==> src/rtl/core_pkg.sv <==
// Shared core definitions: architectural widths, the operand-fetch output
// payload layout and a small register-index match helper.
package core_pkg;

  localparam int XLEN       = 32;
  localparam int REG_ADDR_W = 5;

  // Everything the execute stage receives except the opaque control bundle,
  // whose width is a per-instance parameter and so cannot live in here.
  typedef struct packed {
    logic [XLEN-1:0]       pc;
    logic [XLEN-1:0]       imm;
    logic [XLEN-1:0]       rs1_val;
    logic [XLEN-1:0]       rs2_val;
    logic [REG_ADDR_W-1:0] rd;
    logic                  reg_write;
    logic                  is_load;
  } of_payload_t;

  localparam int PAYLOAD_W = $bits(of_payload_t);

  // True when a producer destination names a real (non-x0) source register.
  function automatic logic reg_match(input logic [REG_ADDR_W-1:0] rd,
                                     input logic [REG_ADDR_W-1:0] rs);
    return (rd != {REG_ADDR_W{1'b0}}) && (rd == rs);
  endfunction

endpackage

==> src/rtl/fwd_mux.sv <==
// Operand selection for one source register: x0, EX bypass, MEM bypass or
// register-file data. WB is never bypassed because the register file writes
// on the falling edge, so its data is already on i_rf_data.
module fwd_mux
  import core_pkg::*;
(
  input  logic [REG_ADDR_W-1:0] i_rs,
  input  logic [XLEN-1:0]       i_rf_data,
  input  logic                  i_ex_valid,
  input  logic                  i_ex_reg_write,
  input  logic [REG_ADDR_W-1:0] i_ex_rd,
  input  logic [XLEN-1:0]       i_ex_result,
  input  logic                  i_mem_valid,
  input  logic                  i_mem_reg_write,
  input  logic [REG_ADDR_W-1:0] i_mem_rd,
  input  logic [XLEN-1:0]       i_mem_result,
  output logic [XLEN-1:0]       o_operand
);

  logic w_ex_hit;
  logic w_mem_hit;

  assign w_ex_hit  = i_ex_valid  & i_ex_reg_write  & (i_ex_rd  == i_rs);
  assign w_mem_hit = i_mem_valid & i_mem_reg_write & (i_mem_rd == i_rs);

  // Priority select: x0 reads zero, then the youngest producer wins.
  always_comb begin
    o_operand = i_rf_data;
    if (i_rs == {REG_ADDR_W{1'b0}}) begin
      o_operand = {XLEN{1'b0}};
    end else if (w_ex_hit) begin
      o_operand = i_ex_result;
    end else if (w_mem_hit) begin
      o_operand = i_mem_result;
    end else begin
      o_operand = i_rf_data;
    end
  end

endmodule

==> src/rtl/operand_fetch.sv <==
// Operand-fetch pipeline register: reads the register file, bypasses EX/MEM
// results, detects load-use hazards and hands a registered payload to EX.
module operand_fetch
  import core_pkg::*;
#(
  parameter int CTRL_W = 16
) (
  input  logic                  clk,
  input  logic                  reset,
  input  logic                  in_valid,
  output logic                  in_ready,
  input  logic [XLEN-1:0]       in_pc,
  input  logic [XLEN-1:0]       in_imm,
  input  logic [REG_ADDR_W-1:0] in_rs1,
  input  logic [REG_ADDR_W-1:0] in_rs2,
  input  logic [REG_ADDR_W-1:0] in_rd,
  input  logic                  in_reg_write,
  input  logic                  in_is_load,
  input  logic [CTRL_W-1:0]     in_ctrl,
  output logic [REG_ADDR_W-1:0] rf_addr_1,
  output logic [REG_ADDR_W-1:0] rf_addr_2,
  input  logic [XLEN-1:0]       rf_data_1,
  input  logic [XLEN-1:0]       rf_data_2,
  input  logic                  fwd_ex_valid,
  input  logic                  fwd_ex_reg_write,
  input  logic                  fwd_ex_is_load,
  input  logic [REG_ADDR_W-1:0] fwd_ex_rd,
  input  logic [XLEN-1:0]       fwd_ex_result,
  input  logic                  fwd_mem_valid,
  input  logic                  fwd_mem_reg_write,
  input  logic [REG_ADDR_W-1:0] fwd_mem_rd,
  input  logic [XLEN-1:0]       fwd_mem_result,
  input  logic                  flush,
  output logic                  out_valid,
  input  logic                  out_ready,
  output logic [XLEN-1:0]       out_pc,
  output logic [XLEN-1:0]       out_imm,
  output logic [XLEN-1:0]       out_rs1_val,
  output logic [XLEN-1:0]       out_rs2_val,
  output logic [REG_ADDR_W-1:0] out_rd,
  output logic                  out_reg_write,
  output logic                  out_is_load,
  output logic [CTRL_W-1:0]     out_ctrl,
  output logic [15:0]           stall_cnt
);

  logic              r_valid;
  of_payload_t       r_payload;
  logic [CTRL_W-1:0] r_ctrl;
  logic [15:0]       r_stall_cnt;

  logic              w_space;
  logic              w_hazard;
  logic              w_accept;
  logic [XLEN-1:0]   w_rs1_val;
  logic [XLEN-1:0]   w_rs2_val;
  of_payload_t       w_next;

  assign rf_addr_1 = in_rs1;
  assign rf_addr_2 = in_rs2;

  fwd_mux u_fwd_rs1 (
    .i_rs            (in_rs1),
    .i_rf_data       (rf_data_1),
    .i_ex_valid      (fwd_ex_valid),
    .i_ex_reg_write  (fwd_ex_reg_write),
    .i_ex_rd         (fwd_ex_rd),
    .i_ex_result     (fwd_ex_result),
    .i_mem_valid     (fwd_mem_valid),
    .i_mem_reg_write (fwd_mem_reg_write),
    .i_mem_rd        (fwd_mem_rd),
    .i_mem_result    (fwd_mem_result),
    .o_operand       (w_rs1_val)
  );

  fwd_mux u_fwd_rs2 (
    .i_rs            (in_rs2),
    .i_rf_data       (rf_data_2),
    .i_ex_valid      (fwd_ex_valid),
    .i_ex_reg_write  (fwd_ex_reg_write),
    .i_ex_rd         (fwd_ex_rd),
    .i_ex_result     (fwd_ex_result),
    .i_mem_valid     (fwd_mem_valid),
    .i_mem_reg_write (fwd_mem_reg_write),
    .i_mem_rd        (fwd_mem_rd),
    .i_mem_result    (fwd_mem_result),
    .o_operand       (w_rs2_val)
  );

  // A load still in EX cannot be bypassed; either source naming it must wait.
  assign w_hazard = in_valid & fwd_ex_valid & fwd_ex_is_load &
                    (reg_match(fwd_ex_rd, in_rs1) | reg_match(fwd_ex_rd, in_rs2));
  assign w_space  = ~r_valid | out_ready;
  assign w_accept = in_valid & w_space & ~w_hazard & ~flush;
  assign in_ready = flush ? 1'b1 : (w_space & ~w_hazard);

  // Assemble the payload that would be captured this cycle.
  always_comb begin
    w_next           = r_payload;
    w_next.pc        = in_pc;
    w_next.imm       = in_imm;
    w_next.rs1_val   = w_rs1_val;
    w_next.rs2_val   = w_rs2_val;
    w_next.rd        = in_rd;
    w_next.reg_write = in_reg_write;
    w_next.is_load   = in_is_load;
  end

  // Output register: flush squashes, accept loads, drain/bubble clears valid,
  // otherwise hold for a stalled consumer.
  always_ff @(posedge clk or negedge reset) begin
    if (!reset) begin
      r_valid   <= 1'b0;
      r_payload <= {PAYLOAD_W{1'b0}};
      r_ctrl    <= {CTRL_W{1'b0}};
    end else if (flush) begin
      r_valid   <= 1'b0;
    end else if (w_accept) begin
      r_valid   <= 1'b1;
      r_payload <= w_next;
      r_ctrl    <= in_ctrl;
    end else if (w_space) begin
      r_valid   <= 1'b0;
    end else begin
      r_valid   <= r_valid;
    end
  end

  // Saturating count of load-use stall cycles; a flush cycle is not a stall.
  always_ff @(posedge clk or negedge reset) begin
    if (!reset) begin
      r_stall_cnt <= 16'h0000;
    end else if (w_hazard & ~flush & (r_stall_cnt != 16'hFFFF)) begin
      r_stall_cnt <= r_stall_cnt + 16'h0001;
    end else begin
      r_stall_cnt <= r_stall_cnt;
    end
  end

  assign out_valid     = r_valid;
  assign out_pc        = r_payload.pc;
  assign out_imm       = r_payload.imm;
  assign out_rs1_val   = r_payload.rs1_val;
  assign out_rs2_val   = r_payload.rs2_val;
  assign out_rd        = r_payload.rd;
  assign out_reg_write = r_payload.reg_write;
  assign out_is_load   = r_payload.is_load;
  assign out_ctrl      = r_ctrl;
  assign stall_cnt     = r_stall_cnt;

endmodule

==> config.mk <==
export PLATFORM = sky130hd
export DESIGN_NAME = operand_fetch
export DESIGN_NICKNAME = d
export VERILOG_FILES = /design/src/rtl/core_pkg.sv /design/src/rtl/fwd_mux.sv /design/src/rtl/operand_fetch.sv
export SDC_FILE = /design/constraint.sdc
export NUM_CORES = 1
export LEC_CHECK = 0
export BUFFER_PORTS_ARGS = -buffer_cell sky130_fd_sc_hd__buf_4
export CORE_AREA = 2 2 163 165
export DETAILED_ROUTE_END_ITERATION = 8
export DIE_AREA = 0 0 165 167
export PLACE_DENSITY = 0.6
export SYNTH_ARGS = -nofsm -noshare
export SYNTH_HDL_FRONTEND = slang
export SYNTH_SLANG_ARGS = --single-unit
==> constraint.sdc <==
create_clock -name clk -period 2.19 [get_ports clk]
set_input_delay 0.3285 -clock clk [delete_from_list [all_inputs] [get_ports clk]]
set_output_delay 0.3285 -clock clk [all_outputs]
set_load 0.02 [all_outputs]
==> metrics.txt, run 1 <==
# fillers 2,388; Leakage Power 0.00638 uW; commonest register cell after synthesis dfrtp_1; Worst Setup Start Kind input pin; largest net degree at the start of global routing 65; P per Cell Area 780 nW/um2; Final HPWL DP 21.3 mm; Vias/cell 4.74; Cell Rows 59; Total Wirelength 27.9 mm; P_sw 3170 uW; Synth Area per Inst 12.3 um2; period utilisation layout 87.9%; Residual DRC 0; Starting Density 31.8%; element type at the critical path end output pin; GPL Wtd Cong 0.780; sequential-to-total area share from yosys stat 51.3%; Cells after DPL 1,400; layout cell share with drive strength beyond 1 58.7%; number of CTS-inserted buffers 17; final cell count without fillers 1,434; first-pass GRT wire length 41.7 mm; worst reg2reg endpoint stall_cnt[11]; WHS 0.125 ns; CTS resizes 0; clock skew 0.0193 ns; status completed; clock latency on the worst-skew pair 0.43 ns; worst r2r path cells 7; clk sinks 168; Fmax achieved 520 MHz; Post-CTS Setup Bufs 0; global route overflow 0; Least-Margin Pin Slew 0.531 ns; Port-buffer cells 423; total track usage 19.8%; Reg area 4200 um2; Min-Delay Startpoint in_imm[26]; Ports 424; final hold vios 0; relative max-transition margin 64.6%; Ys Warns 0; setup TNS 0 ns; worst r2r src stall_cnt[0]; Worst path most repeated cell buf_4; Cell Int Power 6520 uW; min Tclk post-route 1.92 ns; part of the power in the clock network 31.4%; Max Cap Viol 0; Peak VDD IR 0.430 mV; area of the multi-input gates 3630 um2; DRT antenna net count 0; Worst Hold Class input pin to flip-flop; Synth Cell Area 8200 um2; Final setup viols 0; die width 165 um; critical path's top delay family buffers and inverters; max-slew violations 0; Max stage delay cell, worst path o22ai_2; first drt pass iteration count 5; post-synthesis cell type count 41; RSZ-0062 raised after global routing false; sw frac 32.8%; vias post-DR 6,795; Die Ht 167 um; Logic pwr share 28.7%; syn_nets 910; CTS root buf clkbuf_16; area of the die 27,600 um2; cell count after synthesis 664; critical path data required time 1.86 ns; hold path depth 2; Area growth, synth to finish 51.5%; Min-Delay Endpoint out_imm[26]; DR WL/cell 19.5 um; Critical Path AT 1.60 ns; CP Cell Sequence buf_4 > buf_4 > xnor2_1 > nand2_1 > o22ai_2 > buf_4 > nand2_1 > a21o_1 > buf_4; initial DRC count 354; vias in the first global route 7,193; fin nets 1,331; Post-CTS Hold Buffers 1; Reg2Reg Setup Slack 0.29 ns; Worst Setup Path Type input pin to output pin; Max clock buf depth 2; initial antenna violation count 1; worst-path fanout max 3; Worst path max stage delay 0.22 ns; Reg power frac 39.9%; Worst-path clk slew 0.09 ns; H-tree depth 4; Post-synth EDFFs 0; CTS tree yes; ys async rst share 100%; synthesized flop and latch total 168; Worst Path Buf+Inv 4; Core ar. 25,800 um2
[layout make-up]
type,count,area share [%]
Sequential cell,168,33.8
Multi-Input combinational cell,444,29.2
Timing Repair Buffer,452,28.7
Clock buffer,17,3.42
Tap cell,335,3.37
Clock inverter,15,1.39
Inverter,2,0.0604
Antenna cell,1,0.0201
[layer usage]
layer / routed length, um / track usage, %
met1: 10700 / 22.8
met2: 14100 / 34.6
met3: 2620 / 6.55
met4: 467 / 5.63
met5: 0 / 0
[stage by stage]
step | cell area (um2) | setup slack, ns | utilization, % | power, uW
after global placement | 11800 | 0.0151 | 45.9 | 6710
after floorplan | 8200 | 0.388 | - | 5200
final | 12400 | 0.265 | 48.2 | 9690
after global routing | 12400 | 0.151 | 48.2 | 10200
after detailed placement | 11800 | -0.00108 | 45.9 | 6740
after CTS | 12400 | 0.267 | 48.2 | 9850
[power groups by stage]
| stage | logic (uW) | registers (uW) | clock network [uW] |
|---|---|---|---|
| after floorplan | 698 | 4510 | 0 |
| after global placement | 2800 | 3910 | 0 |
| after detailed placement | 2810 | 3930 | 0 |
| after CTS | 2820 | 3870 | 3160 |
| after global routing | 2960 | 3930 | 3290 |
| final | 2780 | 3870 | 3040 |
[worst max path at each step]
stage | slack, ns | from | end | depth (start not counted)
floorplan | 0.39 | in_rs2[4] | out_imm[0] | 8
global placement | 0.02 | in_rs2[3] | out_rs2_val[29] | 9
detailed placement | -0.001 | fwd_mem_rd[3] | out_rs1_val[17] | 8
CTS | 0.27 | in_rs2[0] | in_ready | 9
global route | 0.15 | stall_cnt[7] | stall_cnt[9] | 7
finish | 0.27 | in_rs2[0] | in_ready | 9
[cells by family (layout without fill, tap and decap cells)]
kind of cell / after synthesis / in the layout / synth area share [%]
AO/OA/AOI/OAI: 72 / 72 / 6.58
XOR/XNOR: 35 / 35 / 3.74
adder cells (fa/ha/maj): 1 / 1 / 0.153
buffers and inverters: 52 / 486 / 4.81
flip-flops: 168 / 168 / 51.3
multiplexers: 184 / 184 / 24.3
other: 0 / 1 / 0
AND/OR/NAND/NOR: 152 / 152 / 9.16
[cell usage in the layout, fill, tap and decap left out, types with 5 or more instances in the layout]
cell type  instances
buf_12            13
dfrtp_1          168
mux2i_1           64
or2_2             32
nand2_1           72
clkinv_8           5
o21ai_0           22
nand3_1           10
buf_4            437
xnor2_1           21
a32o_1            32
o21ai_1           11
nor3_1             6
xor2_1            14
mux2_2           120
clkbuf_16         17
nor2_1            10
[synth_stat cells (2+ instances only)]
master	count	area share (%)
a21oi_1	2	0.12
buf_4	17	1.6
or2_2	32	2.4
nand2_1	72	3.3
nand3b_1	2	0.18
nand3_1	11	0.67
inv_1	2	0.092
nor3_1	6	0.37
mux2_2	120	16
clkbuf_2	3	0.18
nor2_1	10	0.46
buf_12	3	0.73
and3_1	3	0.23
a21o_1	2	0.18
xor2_1	14	1.5
buf_2	15	0.92
clkbuf_4	2	0.18
mux2i_1	64	7.8
buf_6	6	0.82
a32o_1	32	3.9
o21ai_1	11	0.67
nand4_1	4	0.31
clkbuf_1	3	0.14
o21ai_0	22	1.3
xnor2_1	21	2.2
dfrtp_1	168	51
and4_1	3	0.32
[state kept, by name (all words and copies together) (netlist names)]
name           cells
out_pc            32
out_rs2_val       32
out_is_load        1
out_valid          1
out_rs1_val       32
out_ctrl          16
stall_cnt         16
out_rd             5
out_reg_write      1
out_imm           32
(Power assumes the default switching activity.)
==> inputs of run 2 (changes only) <==
CORE_AREA = not set   (was 2 2 163 165)
CORE_MARGIN = 1.5   (was not set)
CORE_UTILIZATION = 25   (was not set)
DIE_AREA = not set   (was 0 0 165 167)
PLACE_DENSITY = 0.49   (was 0.6)
==> run 2 against run 1 <==
  * Clock power is essentially flat
  * Maximum frequency fell by 3.0%
  * Final area up 1.3%
  * Critical path depth stayed put
  * Sequential power barely moved
  * Final cell count up 7.8%
  * Combinational power about the same
  * Global-route usage down 2.7 points
  * Flip-flop and latch count did not move
  * Highest routed layer unchanged
==> metrics.txt, run 2 (synthesis gave the netlist of run 1 again) <==
Total Wirelength 29.6 mm; area of the die 33,900 um2; final hold vios 0; period utilisation layout 90.6%; post-route setup slack 0.205 ns; status completed; Cells after DPL 1,512; element type at the critical path end output pin; Cell Int Power 6610 uW; Final setup viols 0; P per Cell Area 769 nW/um2; most common cell after layout, fill and taps aside buf_4; Min-Delay Startpoint in_ctrl[2]; Peak VDD IR 0.459 mV; clock skew 0.0109 ns; Port-buffer cells 423; Least-Margin Pin Slew 0.496 ns; min Tclk post-route 1.98 ns; pre-CTS WS -0.218 ns; Critical Path AT 1.66 ns; Reg power frac 39.9%; # fillers 3,263; initial DRC count 291; H-tree depth 4; Post-CTS Setup Bufs 0; Fmax achieved 504 MHz; relative max-transition margin 67.0%; Area growth, synth to finish 53.5%; CTS tree yes; worst reg2reg endpoint stall_cnt[1]; layout cell share with drive strength beyond 1 58.7%; GPL Wtd Cong 0.770; first-pass GRT wire length 43.1 mm; global route overflow 0; final cell count without fillers 1,546; Max clock buf depth 2; Starting Density 25.3%; Worst Setup Start Kind input pin; total power 9680 uW; Reg2Reg Setup Slack 0.33 ns; Max Cap Viol 0; vias in the first global route 7,109; max-slew violations 0; CTS root buf clkbuf_16; initial antenna violation count 1; hold path depth 2; Leakage Power 0.00639 uW; clk sinks 168; Residual DRC 0; most frequent cells in the layout buf_4 (440), dfrtp_1 (168), mux2_2 (120); worst-path fanout max 3; clock latency on the worst-skew pair 0.43 ns; RSZ-0062 raised after global routing false; Ports 424; sw frac 31.8%; fin nets 1,336; Vias/cell 4.42; DR WL/cell 19.1 um; Final HPWL DP 22.5 mm; part of the power in the clock network 31.1%; worst r2r path cells 6; Logic pwr share 29.0%; Cell Rows 66; largest net degree at the start of global routing 65; Die Ht 184 um; P_sw 3080 uW; dpl cell area 12,000 um2; total track usage 17.1%; DRT antenna net count 0; fin area 12,600 um2; vias post-DR 6,832; setup TNS 0 ns; Core ar. 32,400 um2; Worst Setup Path Type input pin to output pin; Worst-path clk slew 0.07 ns; critical path data required time 1.86 ns; Min-Delay Endpoint out_ctrl[2]; first drt pass iteration count 6; die width 184 um; worst r2r src stall_cnt[0]; number of CTS-inserted buffers 17; Worst Hold Class input pin to flip-flop
## run 2: power by group through the flow
stage          clock [uW]  combinational, uW  sequential [uW]
2_1_floorplan           0                698             4510
3_3_place_gp            0               2850             3910
3_5_place_dp            0               2860             3920
4_1_cts              3110               2860             3870
5_1_grt              3240               2990             3930
6_report             3010               2810             3870
## run 2: per-layer routing
layer	vias to the layer above	track usage, %	routed length, um
met5	-	0	0
met2	305	29.3	14500
met4	0	3.87	371
met3	16	6.46	2880
met1	3317	20.3	11900
li1	3194	-	-
## run 2: area by class of cell
cell class	instances	area [um2]	share of cell area, %
clock buffers	20	447	3.55
multi-input cells	444	3630	28.9
inverters	2	7.51	0.0596
repair buffers	457	3620	28.8
clock inverters	12	116	0.924
diodes	1	2.50	0.0199
well taps	442	553	4.39
flip-flops and latches	168	4200	33.4
## run 2: worst max path at each step
stage | end | depth (start not counted) | slack, ns | from
floorplan | out_imm[0] | 8 | 0.39 | in_rs2[4]
global placement | out_rs2_val[14] | 8 | -0.21 | fwd_mem_rd[0]
detailed placement | out_rs2_val[14] | 8 | -0.22 | fwd_mem_rd[0]
CTS | in_ready | 9 | 0.15 | in_rs2[0]
global route | in_ready | 9 | 0.07 | in_rs1[3]
finish | in_ready | 9 | 0.21 | in_rs2[0]
## run 2: timing repair
item,in CTS,in global routing
endpoints found under the hold margin,42,0
resized for setup,0,0
hold buffers,1,0
## run 2: critical path, cell delays in order
cell     delay [ns]
buf_4          0.13
buf_4          0.16
xnor2_1        0.15
nand2_1        0.09
o22ai_2        0.24
buf_4          0.17
nand2_1        0.07
a21o_1         0.16
buf_4          0.15
## run 2: per-stage QoR
stage | hold slack (ns) | utilization, %
CTS | 0.0980 | 38.9
floorplan | 0.0329 | -
global placement | 0.323 | 37.1
detailed placement | 0.318 | 37.1
finish | 0.123 | 38.9
global route | 0.0938 | 38.9
